## config.mk

```make
export PLATFORM = sky130hd
export DESIGN_NAME = bp_update_ctrl
export DESIGN_NICKNAME = d
export VERILOG_FILES = /design/src/rtl/rv32i_types.sv /design/src/rtl/bp_upd_fifo.sv /design/src/rtl/bp_update_ctrl.sv
export SDC_FILE = /design/constraint.sdc
export NUM_CORES = 1
export LEC_CHECK = 0
export ABC_AREA = 1
export ABC_CLOCK_PERIOD_IN_PS = 3000
export CAP_MARGIN = 20
export CORE_UTILIZATION = 49
export CTS_CLUSTER_DIAMETER = 100
export CTS_CLUSTER_SIZE = 14
export DETAILED_ROUTE_END_ITERATION = 12
export PLACE_DENSITY = 0.79
export SYNTH_ARGS = -nofsm -noshare
export SYNTH_HDL_FRONTEND = slang
export SYNTH_SLANG_ARGS = --single-unit
```

## constraint.sdc

```tcl
create_clock -name clk -period 3 [get_ports clk]
set_input_delay 0.6 -clock clk [delete_from_list [all_inputs] [get_ports clk]]
set_output_delay 0.6 -clock clk [all_outputs]
set_load 0.02 [all_outputs]
```

## src/rtl/rv32i_types.sv

```systemverilog
// rv32i_types: shared word type plus the branch-predictor update controller's state and FIFO entry types.
package rv32i_types;
    typedef logic [31:0] rv32i_word;
    typedef enum logic [1:0] {BPC_INIT, BPC_SWEEP, BPC_RUN} bpc_state_t;
    typedef struct packed {
        rv32i_word pc;
        logic      br_en;
    } bpc_entry_t;
endpackage

```

## src/rtl/bp_upd_fifo.sv

```systemverilog
// bp_upd_fifo: pending predictor-update queue; the head is registered storage, so a push is never visible in the same cycle.
module bp_upd_fifo
    import rv32i_types::*;
#(
    parameter int DEPTH = 4
) (
    input  logic       clk,
    input  logic       rst,
    input  logic       push,
    input  logic       pop,
    input  logic       clear,
    input  bpc_entry_t din,
    output logic       full,
    output logic       empty,
    output bpc_entry_t head
);
    localparam int AW = $clog2(DEPTH);
    logic [AW-1:0] wr_ptr, rd_ptr;
    logic [AW:0] count;
    bpc_entry_t mem [DEPTH];
    assign full  = count == (AW+1)'(DEPTH);
    assign empty = count == '0;
    assign head  = mem[rd_ptr];
    always_ff @(posedge clk or negedge rst) begin
        if (!rst) begin
            wr_ptr <= '0;
            rd_ptr <= '0;
            count  <= '0;
        end else if (clear) begin
            wr_ptr <= '0;
            rd_ptr <= '0;
            count  <= '0;
        end else begin
            wr_ptr <= push ? wr_ptr + AW'(1) : wr_ptr;
            rd_ptr <= pop ? rd_ptr + AW'(1) : rd_ptr;
            count  <= count + (AW+1)'(push) - (AW+1)'(pop);
        end
    end
    always_ff @(posedge clk) begin
        if (push && !clear) mem[wr_ptr] <= din;
    end
endmodule

```

## src/rtl/bp_update_ctrl.sv

```systemverilog
// bp_update_ctrl: arbitrates the branch predictor's single write port between the init sweep and buffered training updates.
module bp_update_ctrl
    import rv32i_types::*;
#(
    parameter int DEPTH       = 4,
    parameter int S_ROW_IDX   = 5,
    parameter int S_PC_OFFSET = 2
) (
    input  logic        clk,
    input  logic        rst,
    input  logic        res_valid,
    output logic        res_ready,
    input  logic [31:0] res_pc,
    input  logic        res_br_en,
    input  logic        res_pred_taken,
    input  logic        upd_hold,
    input  logic        flush_req,
    output logic        flush_busy,
    output logic        bp_update,
    output logic        bp_init,
    output logic [31:0] bp_waddr,
    output logic        bp_br_en,
    output logic [31:0] branch_cnt,
    output logic [31:0] mispred_cnt
);
    bpc_state_t state;
    logic [S_ROW_IDX-1:0] row;
    logic run, full, empty, push, pop, clear;
    bpc_entry_t head;
    assign run        = state == BPC_RUN;
    assign flush_busy = state == BPC_SWEEP;
    assign res_ready  = run && !full && !flush_req;
    assign push       = res_valid && res_ready;
    assign pop        = run && !empty && !upd_hold;
    assign clear      = run && flush_req;
    assign bp_update  = flush_busy || pop;
    assign bp_init    = flush_busy;
    assign bp_br_en   = pop && head.br_en;
    assign bp_waddr   = flush_busy ? 32'(row) << S_PC_OFFSET : pop ? head.pc : '0;
    bp_upd_fifo #(.DEPTH(DEPTH)) u_fifo (
        .clk  (clk),
        .rst  (rst),
        .push (push),
        .pop  (pop),
        .clear(clear),
        .din  ('{pc: res_pc, br_en: res_br_en}),
        .full (full),
        .empty(empty),
        .head (head)
    );
    // The sweep cannot be restarted by flush_req; only the final row hands over to RUN.
    always_ff @(posedge clk or negedge rst) begin
        if (!rst) begin
            state       <= BPC_INIT;
            row         <= '0;
            branch_cnt  <= '0;
            mispred_cnt <= '0;
        end else begin
            state <= state == BPC_INIT ? BPC_SWEEP
                   : flush_busy        ? (row == '1 ? BPC_RUN : BPC_SWEEP)
                   : clear             ? BPC_SWEEP : BPC_RUN;
            row   <= flush_busy ? row + S_ROW_IDX'(1) : '0;
            if (push) begin
                branch_cnt  <= branch_cnt + 32'd1;
                mispred_cnt <= mispred_cnt + 32'(res_br_en != res_pred_taken);
            end
        end
    end
endmodule

```

# ---- Word level (Yosys, flattened, before mapping)
# Memory sizes are Yosys's and may differ from the RTL's.
# Index checks and enable logic that the tools add are counted.
dict set report op_classes {
  n_reduce_logical 18
  muxes 14
  n_mul 0
  shifts 0
  magnitude_cmp 0
  addsub 7
  bitwise 0
  div_mod_pow 0
  eq_ne 5
}
# operator count
set ops {}
lappend ops {{32-bit 2-to-1 mux} 2}
lappend ops {{32-bit by 1-bit adder with 32-bit output} 1}
lappend ops {{32-bit by 1-bit adder with 32-bit output (second input constant)} 1}
lappend ops {{2-bit 2-to-1 mux} 8}
lappend ops {{1-bit logical AND} 8}
lappend ops {{5-bit by 1-bit adder with 5-bit output (second input constant)} 1}
lappend ops {{5-bit == test (second input constant)} 1}
lappend ops {{1-bit logical NOT} 5}
lappend ops {{5-bit 2-to-1 mux} 1}
lappend ops {{2-bit by 1-bit adder with 2-bit output (second input constant)} 2}
lappend ops {{2-bit nonzero test} 2}
lappend ops {{3-bit by 1-bit adder with 3-bit output} 1}
lappend ops {{3-bit == test (second input constant)} 1}
lappend ops {{3-bit logical NOT} 1}
lappend ops {{3-bit 2-to-1 mux} 1}
lappend ops {{3-bit by 1-bit subtractor with 3-bit output} 1}
lappend ops {{2-bit by 1-bit == test with 1-bit output (second input constant)} 1}
lappend ops {{2-bit == test (second input constant)} 1}
lappend ops {{2-bit logical NOT} 1}
lappend ops {{1-bit 2-to-1 mux} 2}
lappend ops {{1-bit logical OR} 1}
lappend ops {{1-bit != test} 1}
dict set report word_totals {
  romBits 0
  input_bits 39
  register_bits 78
  ram_bits 132
  latch_bits 0
  memories 1
}
# name depth word_bits read_ports rd_ports_with_merged_regs write_ports line_no
set mem_list {}
lappend mem_list {u_fifo.mem 4 33 1 0 1 bp_upd_fifo.sv:20} ;# bpc_entry_t mem [DEPTH];

# ---- Depth between registers and ports, before layout
# Gate-level depths: netlist of the first run.
dict set report logic_depth {
  depth_word 8
  mapped_depth 12
  mapped_depth_nobuf 12
}

# ---- Modules after synthesis
# A second synthesis of the first run with hierarchy kept.
dict set report hier_totals {
  cells_unflattened 1021
  area_unflattened_um2 9895.7
}
# module cells_per_inst area_per_inst_um2 n_inst
set by_module_without_submodules {}
lappend by_module_without_submodules {bp_upd_fifo 439 5672.9 1}
lappend by_module_without_submodules {bp_update_ctrl 582 4222.8 1}

# ---- Worst setup path before layout of the first run
# OpenSTA, ideal clock, no wires.
dict set report synth_path {
  path_type {input to register}
  from {input port flush_req}
  to {memory u_fifo.mem[0][0] in the netlist's numbering (enable)}
  setup_time_ns 0.423
  path_stages 5
  path_slack_ns -0.090
  n_path_buf 2
  required_time_ns 2.577
  t_arrival_ns 2.667
  path_cell_list {nor2_2 nand3_4 buf_2 buf_2 nor2_1}
}
dict set report synth_via {
  elab_chain_cells 6
  elab_cells_between_ends 8
  cone_classes {mux: 2; reduce/logical: 6}
}
# element line_no
set synth_lines {}
lappend synth_lines {{from (decl)} bp_update_ctrl.sv:17} ;# input logic flush_req,
lappend synth_lines {{1-bit logical NOT} bp_update_ctrl.sv:32} ;# assign res_ready = run && !full && !flush_req;
lappend synth_lines {{1-bit logical AND} bp_update_ctrl.sv:32}
lappend synth_lines {{1-bit logical AND} bp_update_ctrl.sv:33} ;# assign push = res_valid && res_ready;
lappend synth_lines {{1-bit logical AND *} bp_upd_fifo.sv:40} ;# if (push && !clear) mem[wr_ptr] <= din;
lappend synth_lines {{1-bit 2-to-1 mux *} bp_upd_fifo.sv:40}
lappend synth_lines {{1-bit 2-to-1 mux (implied by the code) *} bp_upd_fifo.sv:40}
lappend synth_lines {{to (decl)} bp_upd_fifo.sv:20}
# Mark *: on every way between the ends. The rest lies on a longest branch, timed or not.

# ---- Final worst setup path of the first run
dict set report layout_path {
  from {register state[1]}
  to {output port bp_waddr[5]}
}
dict set report layout_via {
  elab_chain_cells 5
  elab_cells_between_ends 6
  cone_classes {eq/ne: 2; mux: 2; reduce/logical: 2}
}
# element line_no
set layout_lines {}
lappend layout_lines {{from (decl)} bp_update_ctrl.sv:26} ;# bpc_state_t state;
lappend layout_lines {{from (signal assigned)} bp_update_ctrl.sv:59} ;# state <= state == BPC_INIT ? BPC_SWEEP
lappend layout_lines {{2-bit == test} bp_update_ctrl.sv:30} ;# assign run = state == BPC_RUN;
lappend layout_lines {{1-bit logical AND (2 in a row)} bp_update_ctrl.sv:34} ;# assign pop = run && !empty && !upd_hold;
lappend layout_lines {{32-bit 2-to-1 mux} bp_update_ctrl.sv:39} ;# assign bp_waddr = flush_busy ? 32'(row) << S_PC_OFFSET : pop ? head.pc : '0;
lappend layout_lines {{32-bit 2-to-1 mux *} bp_update_ctrl.sv:39}
lappend layout_lines {{to (decl)} bp_update_ctrl.sv:21} ;# output logic [31:0] bp_waddr,
# Marks and branches as above.

==> results of run 1 <==
routing by layer:
layer | share of wire (%) | up-vias | GRT usage [%] | wire length, um
li1 | - | 3326 | - | -
met1 | 43 | 3177 | 27.5 | 8620
met2 | 48 | 219 | 35.0 | 9630
met3 | 7.9 | 27 | 4.47 | 1590
met4 | 1.4 | 2 | 4.39 | 272
met5 | 0.045 | - | 0 | 9
how the worst min path moves through the flow:
stage                 from  slack [ns]              to  cells after the start
finish                 rst        0.11  branch_cnt[30]                      1
global route           rst        0.15  branch_cnt[30]                      1
CTS                    rst        0.13  branch_cnt[30]                      1
detailed placement  row[0]        0.49          row[0]                      1
global placement    row[0]        0.48          row[0]                      1
floorplan              rst        0.30   branch_cnt[0]                      0
logic make-up (layout without fill, tap and decap cells):
family	after synthesis	count (layout)	share of synthesized area [%]
adders and majority gates	12	12	1.71
buffers and inverters	104	263	4.46
and+or+nand+nor	438	438	19.4
xor gates and xnor gates	46	46	4.36
AOI/OAI and AO/OA	109	109	6.00
DFF	210	210	64.1
cells in the mapped netlist:
cell type	instances
nor3_1	9
buf_4	2
edfxtp_1	132
nor3b_1	1
nand3b_1	2
clkinv_1	1
nand3_1	40
nor2_2	4
o22ai_1	5
xor2_1	16
nand2_1	167
inv_1	72
ha_1	11
xnor2_1	30
nor2_1	196
a211oi_1	1
or2_2	1
nand3_4	1
a21oi_1	31
nand4_1	16
clkbuf_1	14
dfrtp_1	78
buf_1	4
o21ai_0	72
buf_2	11
nor2_4	1
fa_1	1
what timing repair did:
item / 4_1_cts / 5_1_grt
gates cloned: 0 / 1
endpoints found under the setup margin: 32 / 23
pin swaps: 0 / 1
buffers inserted: 0 / 2
gates resized for setup: 5 / 10
final cells by class:
class | count | area, um^2
fill | 1421 | 6620
clock buffer | 30 | 517
sequential | 210 | 5920
tap | 229 | 287
inverter | 73 | 278
multi-input combinational | 605 | 2940
timing repair buffer | 160 | 1650
power groups by stage:
stage          sequential (mW)  clock (mW)  combinational [mW]
2_1_floorplan             3.30           0               0.964
3_3_place_gp              3.30           0                1.47
3_5_place_dp              3.30           0                1.50
4_1_cts                   3.25        2.17                1.53
5_1_grt                   3.27        2.27                1.77
6_report                  3.26        2.11                1.59
registers in the layout, indices dropped and copies added, names as in the netlist:
name,count
state,2
u_fifo.mem,132
branch_cnt,32
u_fifo.count,3
u_fifo.wr_ptr,2
u_fifo.rd_ptr,2
mispred_cnt,32
row,5
worst max-delay path, cell delays in order, from the launching register on:
cell and delay, ns:
dfrtp_1 0.39, nor2_1 0.40, inv_1 0.21, o21ai_0 0.19, clkdlybuf4s50_1 0.63
==> metrics.md, run 1 <==
| Metric | Value |
|---|---|
| Setup TNS | `0 ns` |
| Die Area | `19,400 um^2` |
| Yosys reg bits | `210` |
| Area grow syn2layout | `25.5%` |
| Vias in the first global route | `6,375` |
| Unrepaired setup endpoints after global routing | `true` |
| Reg-to-Reg Start | `u_fifo.count[1]` |
| Power Density | `601 nW/um^2` |
| Minimum clock period | `2.90 ns` |
| Initial antenna violation count | `1` |
| WL final | `20,100 um` |
| P_int | `4.92 mW` |
| # nets final | `1,119` |
| Count of input and output buffers | `139` |
| Worst-Skew Late Latency | `0.48 ns` |
| CP Capture Point | `bp_waddr[5]` |
| Synth Cell Area | `9230 um^2` |
| Largest net degree at the start of global routing | `68` |
| Die height | `139 um` |
| Area leader, netlist | `edfxtp_1` |
| Placed cell areas | `11,000 um^2` |
| Final Hold Fails | `0` |
| Wire per inst | `15.4 um` |
| Die W | `139 um` |
| Routed via count | `6,751` |
| Worst reg2reg path depth | `11` |
| Crit-path max FO | `9` |
| Switching power | `2.04 mW` |
| Total GRT Usage | `20.7%` |
| Post-DP HPWL | `12,800 um` |
| Clock Power Share | `30.3%` |
| CORE AREA | `18,200 um^2` |
| Initial Utilization | `50.7%` |
| ANT cells | `0` |
| Worst Hold Class | `in -> async` |
| Dpl ws | `0.181 ns` |
| Gpl congestion | `0.823` |
| Root buf cell | `clkbuf_16` |
| # clock sinks | `210` |
| Worst EP arrival | `2.30 ns` |
| Final setup viols | `0` |
| DRC viols | `0` |
| Pleak | `4.61 nW` |
| Final core occ | `63.6%` |
| CP startpoint | `state[1]` |
| Sequential area share after synthesis | `64.1%` |
| Final Worst Setup Slack | `0.101 ns` |
| Flop pwr share | `46.8%` |
| Via density | `5.17` |
| Run status | `complete, no violations` |
| CTS max path bufs | `3` |
| Number of distinct library cells after synthesis | `27` |
| Most frequent cells in the layout | `nor2_1 (192), nand2_1 (167), edfxtp_1 (132)` |
| Final Instance Area | `11,600 um^2` |
| VDD IR-drop max | `0.357 mV` |
| Max-cap viol count | `0` |
| Kind of critical path | `reg -> out` |
| Detailed Routing Iterations Pass 1 | `5` |
| Syn Area/Cell | `10.0 um^2` |
| Hold WS | `0.111 ns` |
| CTS Hold Bufs | `0` |
| Grt ovf | `0` |
| H-tree Lvls | `1` |
| FMAX | `345 MHz` |
| First-pass GRT wire length | `31,900 um` |
| TritonCTS clock tree | `built` |
| Post-route insts no fill | `1,307` |
| Startpoint class of the critical path | `register` |
| Clk_skew | `0.00989 ns` |
| Cells after DPL | `1,274` |
| I/O pin cnt | `140` |
| Num rows | `49` |
| Least-Margin Pin Slew | `0.674 ns` |
| Combinational fraction of design power | `22.9%` |
| Worst R2R End | `u_fifo.count[1]` |
| Routed Antenna Nets | `0` |
| CTS buffer count | `18` |
| Commonest non-fill, non-tap cell in the layout | `nor2_1` |
| Kind of end point of the critical path | `primary output` |
| Max transition margin | `55.0%` |
| Synth top area cells | `edfxtp_1 (43%), dfrtp_1 (21%), nor2_1 (8.0%)` |
| Syn Inst Count | `919` |
| Syn_nets | `970` |
| Reg2reg setup slack | `0.75 ns` |
| Share of the synthesized area in the top cell type | `42.9%` |
| Share of layout cells above drive strength 1 | `5.10%` |
| Switching share of power | `29.3%` |
| Syn. warnings | `0` |
| First-iteration detailed-routing DRC count | `359` |
| Pins Over Slew Limit | `0` |
| Req. time, crit path | `2.40 ns` |
| Fin crit share | `96.6%` |
| Clk slew on worst S/H paths | `0.06 ns` |
| Tot Pwr | `6.96 mW` |
Power figures use the tool's default switching activity.
==> run 2: changes to the inputs <==
Settings changed: CTS_CLUSTER_SIZE 14 to 10, HOLD_SLACK_MARGIN set to 0.03.
==> run 2 against run 1 <==
Power increased by 6.3%. Sequential power about the same. Via count increased by 0.59%. Non-clock buffer count increased by 1. Clock skew increased by 0.00083 ns. Final area increased by 1.7%. Register-to-register slack about the same. First-iteration DRC count decreased by 10%. Hold slack got worse by 0.023 ns. Worst setup slack got worse by 0.028 ns. Fmax decreased by 0.94%. Largest cell class unchanged.
==> metrics.md, run 2 (same netlist as run 1, synthesis figures left out) <==
| Metric | Value |
|---|---|
| Startpoint class of the critical path | `register` |
| Pins Over Slew Limit | `0` |
| I/O pin cnt | `140` |
| Setup TNS | `0 ns` |
| VDD IR-drop max | `0.438 mV` |
| Dpl ws | `0.181 ns` |
| Via density | `5.16` |
| Register area | `5920 um^2` |
| CTS buffer count | `24` |
| Clk slew on worst S/H paths | `0.06 ns` |
| Worst EP arrival | `2.33 ns` |
| Final setup viols | `0` |
| ANT cells | `0` |
| Switching share of power | `28.6%` |
| DRC viols | `0` |
| Count of input and output buffers | `139` |
| P_int | `5.28 mW` |
| Initial Utilization | `50.7%` |
| Largest net degree at the start of global routing | `68` |
| Most frequent cells in the layout | `nor2_1 (191), nand2_1 (167), edfxtp_1 (132)` |
| Die height | `139 um` |
| Clk_skew | `0.0107 ns` |
| Combinational fraction of design power | `21.6%` |
| FMAX | `342 MHz` |
| Max transition margin | `56.4%` |
| Vias in the first global route | `6,375` |
| Final Hold Fails | `0` |
| Detailed Routing Iterations Pass 1 | `4` |
| Fillers | `1,391` |
| Flop pwr share | `44.1%` |
| TritonCTS clock tree | `built` |
| Share of layout cells above drive strength 1 | `5.79%` |
| Die Area | `19,400 um^2` |
| Cells after DPL | `1,274` |
| Area grow syn2layout | `27.6%` |
| Fin crit share | `97.5%` |
| Tot Pwr | `7.40 mW` |
| CTS max path bufs | `3` |
| Post-route insts no fill | `1,317` |
| H-tree Lvls | `1` |
| Max-cap viol count | `0` |
| Final Instance Area | `11,800 um^2` |
| Unrepaired setup endpoints after global routing | `true` |
| Minimum clock period | `2.93 ns` |
| First-iteration detailed-routing DRC count | `323` |
| Hold WS | `0.0884 ns` |
| Crit-path max FO | `30` |
| Initial antenna violation count | `0` |
| Num rows | `49` |
| Placed cell areas | `11,000 um^2` |
| Run status | `complete, no violations` |
| Kind of critical path | `reg -> out` |
| Total GRT Usage | `20.6%` |
| Switching power | `2.12 mW` |
| Die W | `139 um` |
| Pleak | `4.89 nW` |
| # clock sinks | `210` |
| Worst-Skew Late Latency | `0.49 ns` |
| Routed via count | `6,791` |
| Post-DP HPWL | `12,800 um` |
| Worst Hold Class | `in -> async` |
| Routed Antenna Nets | `0` |
| Largest regs | `u_fifo.mem x132, branch_cnt x32, mispred_cnt x32` |
| Wire per inst | `15.3 um` |
| CTS Hold Bufs | `0` |
| CORE AREA | `18,200 um^2` |
| Max reg flops | `132` |
| Req. time, crit path | `2.40 ns` |
| Top reg by flops | `u_fifo.mem` |
| First-pass GRT wire length | `31,900 um` |
| Area of the multi-input gates | `2940 um^2` |
| # nets final | `1,126` |
| Final Worst Setup Slack | `0.0739 ns` |
| WL final | `20,100 um` |
| Kind of end point of the critical path | `primary output` |
| Grt ovf | `0` |
| Power Density | `628 nW/um^2` |
| Final core occ | `64.7%` |
| Root buf cell | `clkbuf_16` |
| Clock Power Share | `34.3%` |
| Least-Margin Pin Slew | `0.653 ns` |
| Gpl congestion | `0.823` |
| Commonest non-fill, non-tap cell in the layout | `nor2_1` |
## run 2: cell count changes in the layout (fill, tap and decap cells not counted), sizes merged
cell           before  now
buf                20   22
clkbuf             32   40
clkdlybuf4s50     131  119
dlygate4sd2         0    2
dlymetal6s2s        7   17
## run 2: critical path, cell delays in order, from the launching register on
cell and delay (ns):
dfrtp_2 0.46, clkinvlp_4 0.22, buf_6 0.23, o21ai_0 0.27
a21oi_1 0.10, clkdlybuf4s50_1 0.55
## run 2: area by class of cell
cell class / count / area share [%]
Clock buffer: 39 / 5.76
Inverter: 73 / 2.36
Multi-Input combinational cell: 605 / 25.0
Sequential cell: 210 / 50.2
Tap cell: 229 / 2.43
Timing Repair Buffer: 161 / 14.2
## run 2: path summary, 6_finish.rpt
path,from,to,slack (ns),depth (start not counted)
max in group asynchronous,rst,branch_cnt[3],2.20,2
setup reg to reg,u_fifo.count[1],u_fifo.count[1],0.75,11
min in group clk,row[0],row[0],0.50,1
hold reg to reg,row[0],row[0],0.50,1
hold / removal,rst,branch_cnt[30],0.09,1
setup / recovery,u_fifo.rd_ptr[0],bp_waddr[12],0.07,5
## run 2: routing by layer
metal / wire [um] / track usage (%)
met1: 8600 / 27.9
met2: 9630 / 34.4
met3: 1610 / 3.89
met4: 299 / 5.03
met5: 0 / 0
## run 2: repair_timing
action / CTS / global route
pin swaps: 0 / 0
endpoints found under the setup margin: 32 / 26
gates cloned: 0 / 1
gates resized for setup: 9 / 21
buffers inserted: 0 / 3
## run 2: power by group through the flow
stage                     registers [mW]  logic [mW]  clock network [mW]
after floorplan                     3.30       0.964                   0
after global placement              3.30        1.47                   0
after detailed placement            3.30        1.50                   0
after CTS                           3.25        1.53                2.60
after global routing                3.27        1.78                2.72
final                               3.26        1.60                2.54
